$ cat config.mk
export PLATFORM = sky130hd
export DESIGN_NAME = bram_ctrl_flat
export DESIGN_NICKNAME = d
export VERILOG_FILES = /design/src/rtl/bram_if.sv /design/src/rtl/bram_ctrl.sv /design/src/flat_wrapper.sv
export SDC_FILE = /design/constraint.sdc
export NUM_CORES = 1
export LEC_CHECK = 0
export BUFFER_PORTS_ARGS = -buffer_cell sky130_fd_sc_hd__clkbuf_2
export CORE_MARGIN = 10
export CORE_UTILIZATION = 30
export DETAILED_ROUTE_END_ITERATION = 8
export HOLD_SLACK_MARGIN = 0.03
export SLEW_MARGIN = 0
export SYNTH_ARGS = -nofsm -noshare
export SYNTH_HDL_FRONTEND = slang
export SYNTH_SLANG_ARGS = --single-unit
$ cat constraint.sdc
create_clock -name clk -period 2.2 [get_ports clk]
set_input_delay 0.44 -clock clk [delete_from_list [all_inputs] [get_ports clk]]
set_output_delay 0.44 -clock clk [all_outputs]
set_load 0.1 [all_outputs]
$ cat src/rtl/bram_if.sv
// Write-side bus between the frame controller and the BRAM port, plus the
// enable/ready inputs that gate a frame.
interface bram_if;
  logic        en;
  logic [31:0] dout;
  logic [31:0] din;
  logic        valid;
  logic [31:0] addr;
  logic        rst_count;

  modport master (input en, dout, output din, valid, addr, rst_count);
  modport slave  (output en, dout, input din, valid, addr, rst_count);
endinterface

$ cat src/rtl/bram_ctrl.sv
// Frame-write controller: on en with a non-zero ready word, writes N_WORDS
// incrementing words to BRAM, then waits for en to drop before re-arming.
module bram_ctrl #(
  parameter int N_WORDS   = 16,
  parameter int ADDR_STEP = 4
) (
  input  logic   clk,
  input  logic   rst,
  bram_if.master bus
);
  typedef enum logic [1:0] {IDLE, WRITE, DONE} state_t;

  localparam logic [15:0] LAST = 16'(N_WORDS - 1);
  localparam logic [31:0] STEP = 32'(ADDR_STEP);

  state_t      state, state_nxt;
  logic [15:0] idx, idx_nxt;
  logic [31:0] addr_q, addr_nxt;
  logic        valid_q, valid_nxt;
  logic        rc_q, rc_nxt;
  logic        start;

  assign start = bus.en && (bus.dout != 32'h0);

  always_ff @(posedge clk) begin
    if (rst) state <= IDLE;
    else     state <= state_nxt;
  end

  always_comb begin
    state_nxt = state;
    case (state)
      IDLE:    if (start) state_nxt = WRITE;
      WRITE:   if (!bus.en) state_nxt = IDLE;
               else if (idx == LAST) state_nxt = DONE;
      DONE:    if (!bus.en) state_nxt = IDLE;
      default: state_nxt = IDLE;
    endcase
  end

  // Next-cycle output values; anything not explicitly writing returns to 0.
  always_comb begin
    idx_nxt   = '0;
    addr_nxt  = '0;
    valid_nxt = 1'b0;
    rc_nxt    = 1'b0;
    case (state)
      IDLE: if (start) begin
        valid_nxt = 1'b1;
        rc_nxt    = 1'b1;
      end
      WRITE: if (bus.en && idx != LAST) begin
        valid_nxt = 1'b1;
        idx_nxt   = idx + 16'd1;
        addr_nxt  = addr_q + STEP;
      end
      default: ;
    endcase
  end

  always_ff @(posedge clk) begin
    if (rst) begin
      idx     <= '0;
      addr_q  <= '0;
      valid_q <= 1'b0;
      rc_q    <= 1'b0;
    end else begin
      idx     <= idx_nxt;
      addr_q  <= addr_nxt;
      valid_q <= valid_nxt;
      rc_q    <= rc_nxt;
    end
  end

  assign bus.din       = {16'h0, idx};
  assign bus.addr      = addr_q;
  assign bus.valid     = valid_q;
  assign bus.rst_count = rc_q;
endmodule

$ cat src/flat_wrapper.sv
// flat-port wrapper written by rule: the top's interface ports become plain ports
module bram_ctrl_flat 
#(
  parameter int N_WORDS   = 16,
  parameter int ADDR_STEP = 4
)
  (clk, rst, bus_en, bus_dout, bus_din, bus_valid, bus_addr, bus_rst_count);
  bram_if bus_i ();
  input  logic clk;
  input  logic rst;
  input wire logic [$bits(bus_i.en)-1:0] bus_en;
  input wire logic [$bits(bus_i.dout)-1:0] bus_dout;
  output wire logic [$bits(bus_i.din)-1:0] bus_din;
  output wire logic [$bits(bus_i.valid)-1:0] bus_valid;
  output wire logic [$bits(bus_i.addr)-1:0] bus_addr;
  output wire logic [$bits(bus_i.rst_count)-1:0] bus_rst_count;
  assign bus_i.en = bus_en;
  assign bus_i.dout = bus_dout;
  assign bus_din = bus_i.din;
  assign bus_valid = bus_i.valid;
  assign bus_addr = bus_i.addr;
  assign bus_rst_count = bus_i.rst_count;
  bram_ctrl #(.N_WORDS(N_WORDS), .ADDR_STEP(ADDR_STEP)) u_core (.clk(clk), .rst(rst), .bus(bus_i));
endmodule
==> flow_summary.yaml, run 1 <==
floorplanning:
  die_height_um: 110
  die_w_um: 110
  boundaryPins: 101
  floorplan.rows: 32
  core-area_mm2: 0.00777
  die-area_mm2: 0.0120
  initial_core_util: 0.310
sta:
  timing.clock.skew_ns: 0.0124
  maxSlewViolCount: 0
  tightestPinTransition_ns: 0.570
  setup_violations: 0
  least_setup_slack_across_all_paths_after_layout_ns: 0.146
  setup_tns_ns: 0
  worst_slew_margin_rel: 0.621
  post-route-period-util: 0.933
  achievable-frequency_ghz: 0.487
  final_period_minus_worst_setup_slack_ns: 2.05
  final_hold_viol_count: 0
  rsz0062_at_grt: "no"
synthesis:
  synth.cell_area_mm2: 0.00241
  synthMuxAreaShare: 0
  postSynthCellCount: 280
  yosys_register_bits: 50
  ys_types: 31
  synth_compound_area_frac: 0.0992
  synthesized_area_fraction_occupied_by_xor_and_xnor_cells: 0.0873
  synth_area_per_cell_um2: 8.60
  synth_fa_ha_area_frac: 0.0104
  synth-seq-area-share: 0.416
  synth-edff-count: 0
  postSynth.asyncResetShare: 0
  main_combinational_cell_family_by_area_after_synthesis: "simple AND/OR/NAND/NOR gates"
  post_synth_and_or_nand_nor_area_fraction: 0.297
  yosys_most_used_dff: "sky130_fd_sc_hd__dfxtp_1"
  yosysWarnings: 0
routing:
  drc: 0
  wl_per_cell_um: 14.1
  drtAntennaViolNets: 0
  wl_met3_um: 786
  routed.top_layer: "met4"
  detail_route.first_pass.iterations: 4
  drt-met1-wl_um: 2730
  drtIter0Drc: 122
  vias: 2357
  detail_route.vias_per_cell: 5.07
  met2RoutedLength_um: 2990
  wirelength_um: 6570
placement:
  post-place-ws_ns: 0.158
  global_placement_routability_congestion: 0.809
  placement.io_buffers: 82
  dpl.cell_count: 457
  place.detailed.hpwl_um: 5200
clock_network:
  cts_root_buf: "sky130_fd_sc_hd__clkbuf_8"
  post-cts-setup-buffer-count: 0
  hold_buffers: 0
  clock_sinks: 50
  post_cts_resize_count: 0
  clock_path_buffers: 2
  h_tree_lvl_count: 2
  clk_pin_slew_ns: 0.10
  cts_bufs_inserted: 5
  tritoncts: "built"
  clkLatencyLatePin_ns: 0.30
setup_path:
  timing.critical_path.to_type: "flip-flop"
  critical_path.max_fanout: 8
  worst_ep_arrival_time_ns: 2.29
  critPathRequiredTime_ns: 2.44
  criticalPathCategory: "flip-flop to flip-flop"
  critical_path.startpoint_type: "flip-flop"
global_routing:
  grt_first_pass_wirelength_um: 10600
  grt_max_degree: 30
  grt_usage: 0.107
  antenna_found_initial: 0
  first_global_vias: 2270
  grt_overflow: 0
layout:
  layout.area.seq_mm2: 0.00109
  final_util: 0.390
  final_layout_size_suffix_gt1_frac: 0.364
  n_fill_cell: 811
  areaGrowthSynthToFinish_pct: 25.7
  multiInputGateArea_mm2: 0.00126
  final_cells: 465
  finish.net_count: 399
  diodes: 0
power_and_ir_drop:
  total_leakage_power_nw: 1.11
  max-vdd-ir-drop_v: 0.000216
  power_density_mw_per_mm2: 540
outcome:
  outcome: "finished, final reports clean"
hold_path:
  min_path_type: "flip-flop to flip-flop"
job:
  max_cap_viol_count: 0
## cells by family after synthesis
| logic type | Yosys count |
|---|---|
| simple gates | 129 |
| flops | 50 |
| compound gates | 39 |
| buf+inv | 35 |
| xor+xnor | 24 |
| fa+ha+maj | 2 |
| other cells | 1 |
## synth_stat cells, drive strengths merged (2+ instances only)
| cell | instances | area share |
|---|---|---|
| nor2 | 30 | 0.047 |
| nand3 | 18 | 0.039 |
| or4 | 16 | 0.051 |
| nand2 | 13 | 0.020 |
| xor2 | 10 | 0.036 |
| buf | 20 | 0.065 |
| a2111oi | 2 | 0.0073 |
| nor4 | 16 | 0.042 |
| nand4 | 12 | 0.034 |
| clkbuf | 8 | 0.012 |
| inv | 7 | 0.011 |
| nor3 | 5 | 0.010 |
| ha | 2 | 0.010 |
| or3 | 6 | 0.016 |
| o21ai | 4 | 0.0083 |
| xnor2 | 14 | 0.051 |
| a21oi | 19 | 0.039 |
| o31ai | 13 | 0.041 |
| and4 | 2 | 0.0073 |
| and3 | 7 | 0.018 |
| dfxtp | 50 | 0.42 |
## sequential cells by signal, indices dropped and copies added (netlist names)
register	flops
u_core.bus.valid	1
u_core.idx	16
u_core.bus.rst_count	1
u_core.bus.addr	30
u_core.state	2
## final cells by class
class	count	share of cell area
inverter	7	0.00868
multi-input combinational	212	0.415
sequential	50	0.359
clock buffer	5	0.0227
clock inverter	3	0.00661
tap	102	0.0421
timing repair buffer	86	0.145
## metrics by stage
stage / hold slack (ns) / power [mW] / instance area (µm²)
after floorplan: 0.401 / 1.10 / 2560
after global placement: 0.416 / 1.11 / 2940
after detailed placement: 0.427 / 1.12 / 2940
after CTS: 0.445 / 1.66 / 3030
after global routing: 0.467 / 1.71 / 3030
final: 0.432 / 1.64 / 3030
## critical path, cell delays in order, from the launching register on
cell,delay (ns)
sky130_fd_sc_hd__dfxtp_4,0.39
sky130_fd_sc_hd__ha_1,0.23
sky130_fd_sc_hd__nand2_1,0.14
sky130_fd_sc_hd__or4_1,0.55
sky130_fd_sc_hd__or4_1,0.52
sky130_fd_sc_hd__a21oi_1,0.16
## path summary, 6_finish.rpt
path                                             end  slack [ns]  depth (start not counted)          startpoint
worst max-delay path             u_core.bus.addr[30]        0.15                          5  u_core.bus.addr[2]
worst min-delay path            u_core.bus.rst_count        0.43                          1     u_core.state[0]
worst max register to register   u_core.bus.addr[30]        0.15                          5  u_core.bus.addr[2]
worst min register to register  u_core.bus.rst_count        0.43                          1     u_core.state[0]
## power breakdown
group	switching, mW	total, mW	internal [mW]
Combinational	0.178	0.206	0.0281
Clock	0.315	0.540	0.225
Sequential	0.00266	0.889	0.886
## cells in the final DEF (no fill, tap or decap), drive strengths merged, types with 8 or more instances in the layout
cell type and count:
nor4 16, nor2 30, xnor2 14, or4 16, inv 8, conb 18
xor2 10, o31ai 13, nand2 13, nand4 12, clkbuf 87, dfxtp 50
a21oi 19, nand3 18
## metal layers
metal / track usage / vias to the layer above
met5: 0 / -
met1: 0.124 / 1098
met4: 0.0372 / 0
met3: 0.0445 / 4
met2: 0.173 / 100
li1: - / 1155
(Power assumes the default switching activity.)
==> inputs of run 2 (changes only) <==
--- a/config.mk
+++ b/config.mk
@@ -7,9 +7,10 @@
 export LEC_CHECK = 0
 export BUFFER_PORTS_ARGS = -buffer_cell sky130_fd_sc_hd__clkbuf_2
 export CORE_MARGIN = 10
-export CORE_UTILIZATION = 30
+export CORE_UTILIZATION = 45
 export DETAILED_ROUTE_END_ITERATION = 8
 export HOLD_SLACK_MARGIN = 0.03
+export PLACE_DENSITY = 0.76
 export SLEW_MARGIN = 0
 export SYNTH_ARGS = -nofsm -noshare
 export SYNTH_HDL_FRONTEND = slang
==> run 2 against run 1 <==
  * Sequential cell count did not move
  * Critical path depth did not move
  * Global-route usage rose by 3.7 points
  * Final cell count fell by 7.1%
  * Combinational power barely moved
  * Largest power group unchanged
==> flow_summary.yaml, run 2 (synthesis results as in run 1) <==
outcome:
  outcome: "finished, final reports clean"
sta:
  final_hold_viol_count: 0
  setup_violations: 0
  tightestPinTransition_ns: 0.562
  setup_tns_ns: 0
  final_period_minus_worst_setup_slack_ns: 2.07
  worst_slew_margin_rel: 0.627
  post-route-period-util: 0.940
  maxSlewViolCount: 0
  hold-worst-slack_ns: 0.433
  timing.clock.skew_ns: 0.00711
  achievable-frequency_ghz: 0.483
  rsz0062_at_grt: "no"
routing:
  wl_per_cell_um: 14.2
  wirelength_um: 6150
  detail_route.vias_per_cell: 5.29
  drc: 0
  drtIter0Drc: 71
  detail_route.first_pass.iterations: 4
  drtAntennaViolNets: 0
  vias: 2285
global_routing:
  grt_first_pass_wirelength_um: 10500
  grt_usage: 0.143
  first_global_vias: 2337
  grt_overflow: 0
  antenna_found_initial: 0
  grt_max_degree: 45
setup_path:
  criticalPathCategory: "flip-flop to flip-flop"
  crit_path_cell_trace: "ha_1 > nand2_1 > or4_1 > or4_1 > a21oi_1"
  critPathSlowestCell: "sky130_fd_sc_hd__or4_1"
  timing.critical_path.to_type: "flip-flop"
  reg2reg_setup_slack_ns: 0.13
  critPathRequiredTime_ns: 2.43
  critical_path.startpoint_type: "flip-flop"
  max_stage_delay_ns: 0.56
  critical-path-top-delay-family: "simple AND/OR/NAND/NOR gates"
  path_common_cell: "sky130_fd_sc_hd__or4_1"
  timing.critical_path.buf_inv: 0
  critical_path.max_fanout: 8
  worst_ep_arrival_time_ns: 2.30
clock_network:
  tritoncts: "built"
  hold_buffers: 0
  clkLatencyLatePin_ns: 0.30
  cts_root_buf: "sky130_fd_sc_hd__clkbuf_8"
  post-cts-setup-buffer-count: 0
  clk_pin_slew_ns: 0.09
  clock_sinks: 50
  h_tree_lvl_count: 2
  clock_path_buffers: 2
  post_cts_resize_count: 0
  cts_bufs_inserted: 5
floorplanning:
  boundaryPins: 101
  initial_core_util: 0.469
  floorplan.rows: 26
  die_w_um: 93.2
  die-area_mm2: 0.00868
  die_height_um: 93.2
  core-area_mm2: 0.00514
layout:
  n_fill_cell: 493
  areaGrowthSynthToFinish_pct: 23.9
  layout.area.seq_mm2: 0.00109
  finish.net_count: 398
  final_cell_mix: "sky130_fd_sc_hd__clkbuf_2, sky130_fd_sc_hd__nor2_1, sky130_fd_sc_hd__a21oi_1, sky130_fd_sc_hd__conb_1, sky130_fd_sc_hd__dfxtp_4"
  diodes: 0
  final_util: 0.581
  final_layout_size_suffix_gt1_frac: 0.354
  commonest_non_fill_non_tap_cell_in_the_layout: "sky130_fd_sc_hd__clkbuf_2"
  largest_reg_flops: 30
  multiInputGateArea_mm2: 0.00126
placement:
  place.detailed.hpwl_um: 4880
  placement.io_buffers: 82
  global_placement_routability_congestion: 0.842
power_and_ir_drop:
  power_density_mw_per_mm2: 536
  max-vdd-ir-drop_v: 0.000267
  total_leakage_power_nw: 1.10
hold_path:
  min_path_type: "flip-flop to flip-flop"
job:
  max_cap_viol_count: 0
[run 2: layout make-up]
cell class / count / area share
Inverter: 7 / 0.00881
Tap cell: 70 / 0.0294
Multi-Input combinational cell: 212 / 0.421
Sequential cell: 50 / 0.364
Timing Repair Buffer: 85 / 0.149
Clock buffer: 8 / 0.0268
[run 2: worst paths after layout]
check / startpoint / end / cells past startpoint
hold / removal: u_core.state[0] / u_core.bus.rst_count / 1
hold reg to reg: u_core.state[0] / u_core.bus.rst_count / 1
setup reg to reg: u_core.bus.addr[2] / u_core.bus.addr[26] / 5
setup / recovery: u_core.bus.addr[2] / u_core.bus.addr[26] / 5
[run 2: power breakdown]
part / internal, mW / switching [mW]
clock network: 0.226 / 0.278
registers: 0.886 / 0.00267
logic: 0.0288 / 0.178
total: 1.14 / 0.458
[run 2: metal layers]
layer / part of all wire / global-route usage / vias to the layer above
met5: 0 / 0 / -
met4: 0.020 / 0.0630 / 0
met3: 0.084 / 0.0536 / 10
met2: 0.45 / 0.228 / 81
met1: 0.45 / 0.168 / 1045
li1: - / - / 1149
[run 2: through the flow]
| step | cells | area, µm² | worst slack, ns | total power, mW |
|---|---|---|---|---|
| detailed placement | 424 | 2900 | 0.169 | 1.12 |
| CTS | 432 | 2980 | 0.141 | 1.62 |
| finish | 432 | 2980 | 0.131 | 1.60 |
| floorplan | 297 | 2560 | 0.0173 | 1.10 |
| global route | 432 | 2980 | 0.0330 | 1.67 |
| global placement | 424 | 2900 | 0.261 | 1.12 |
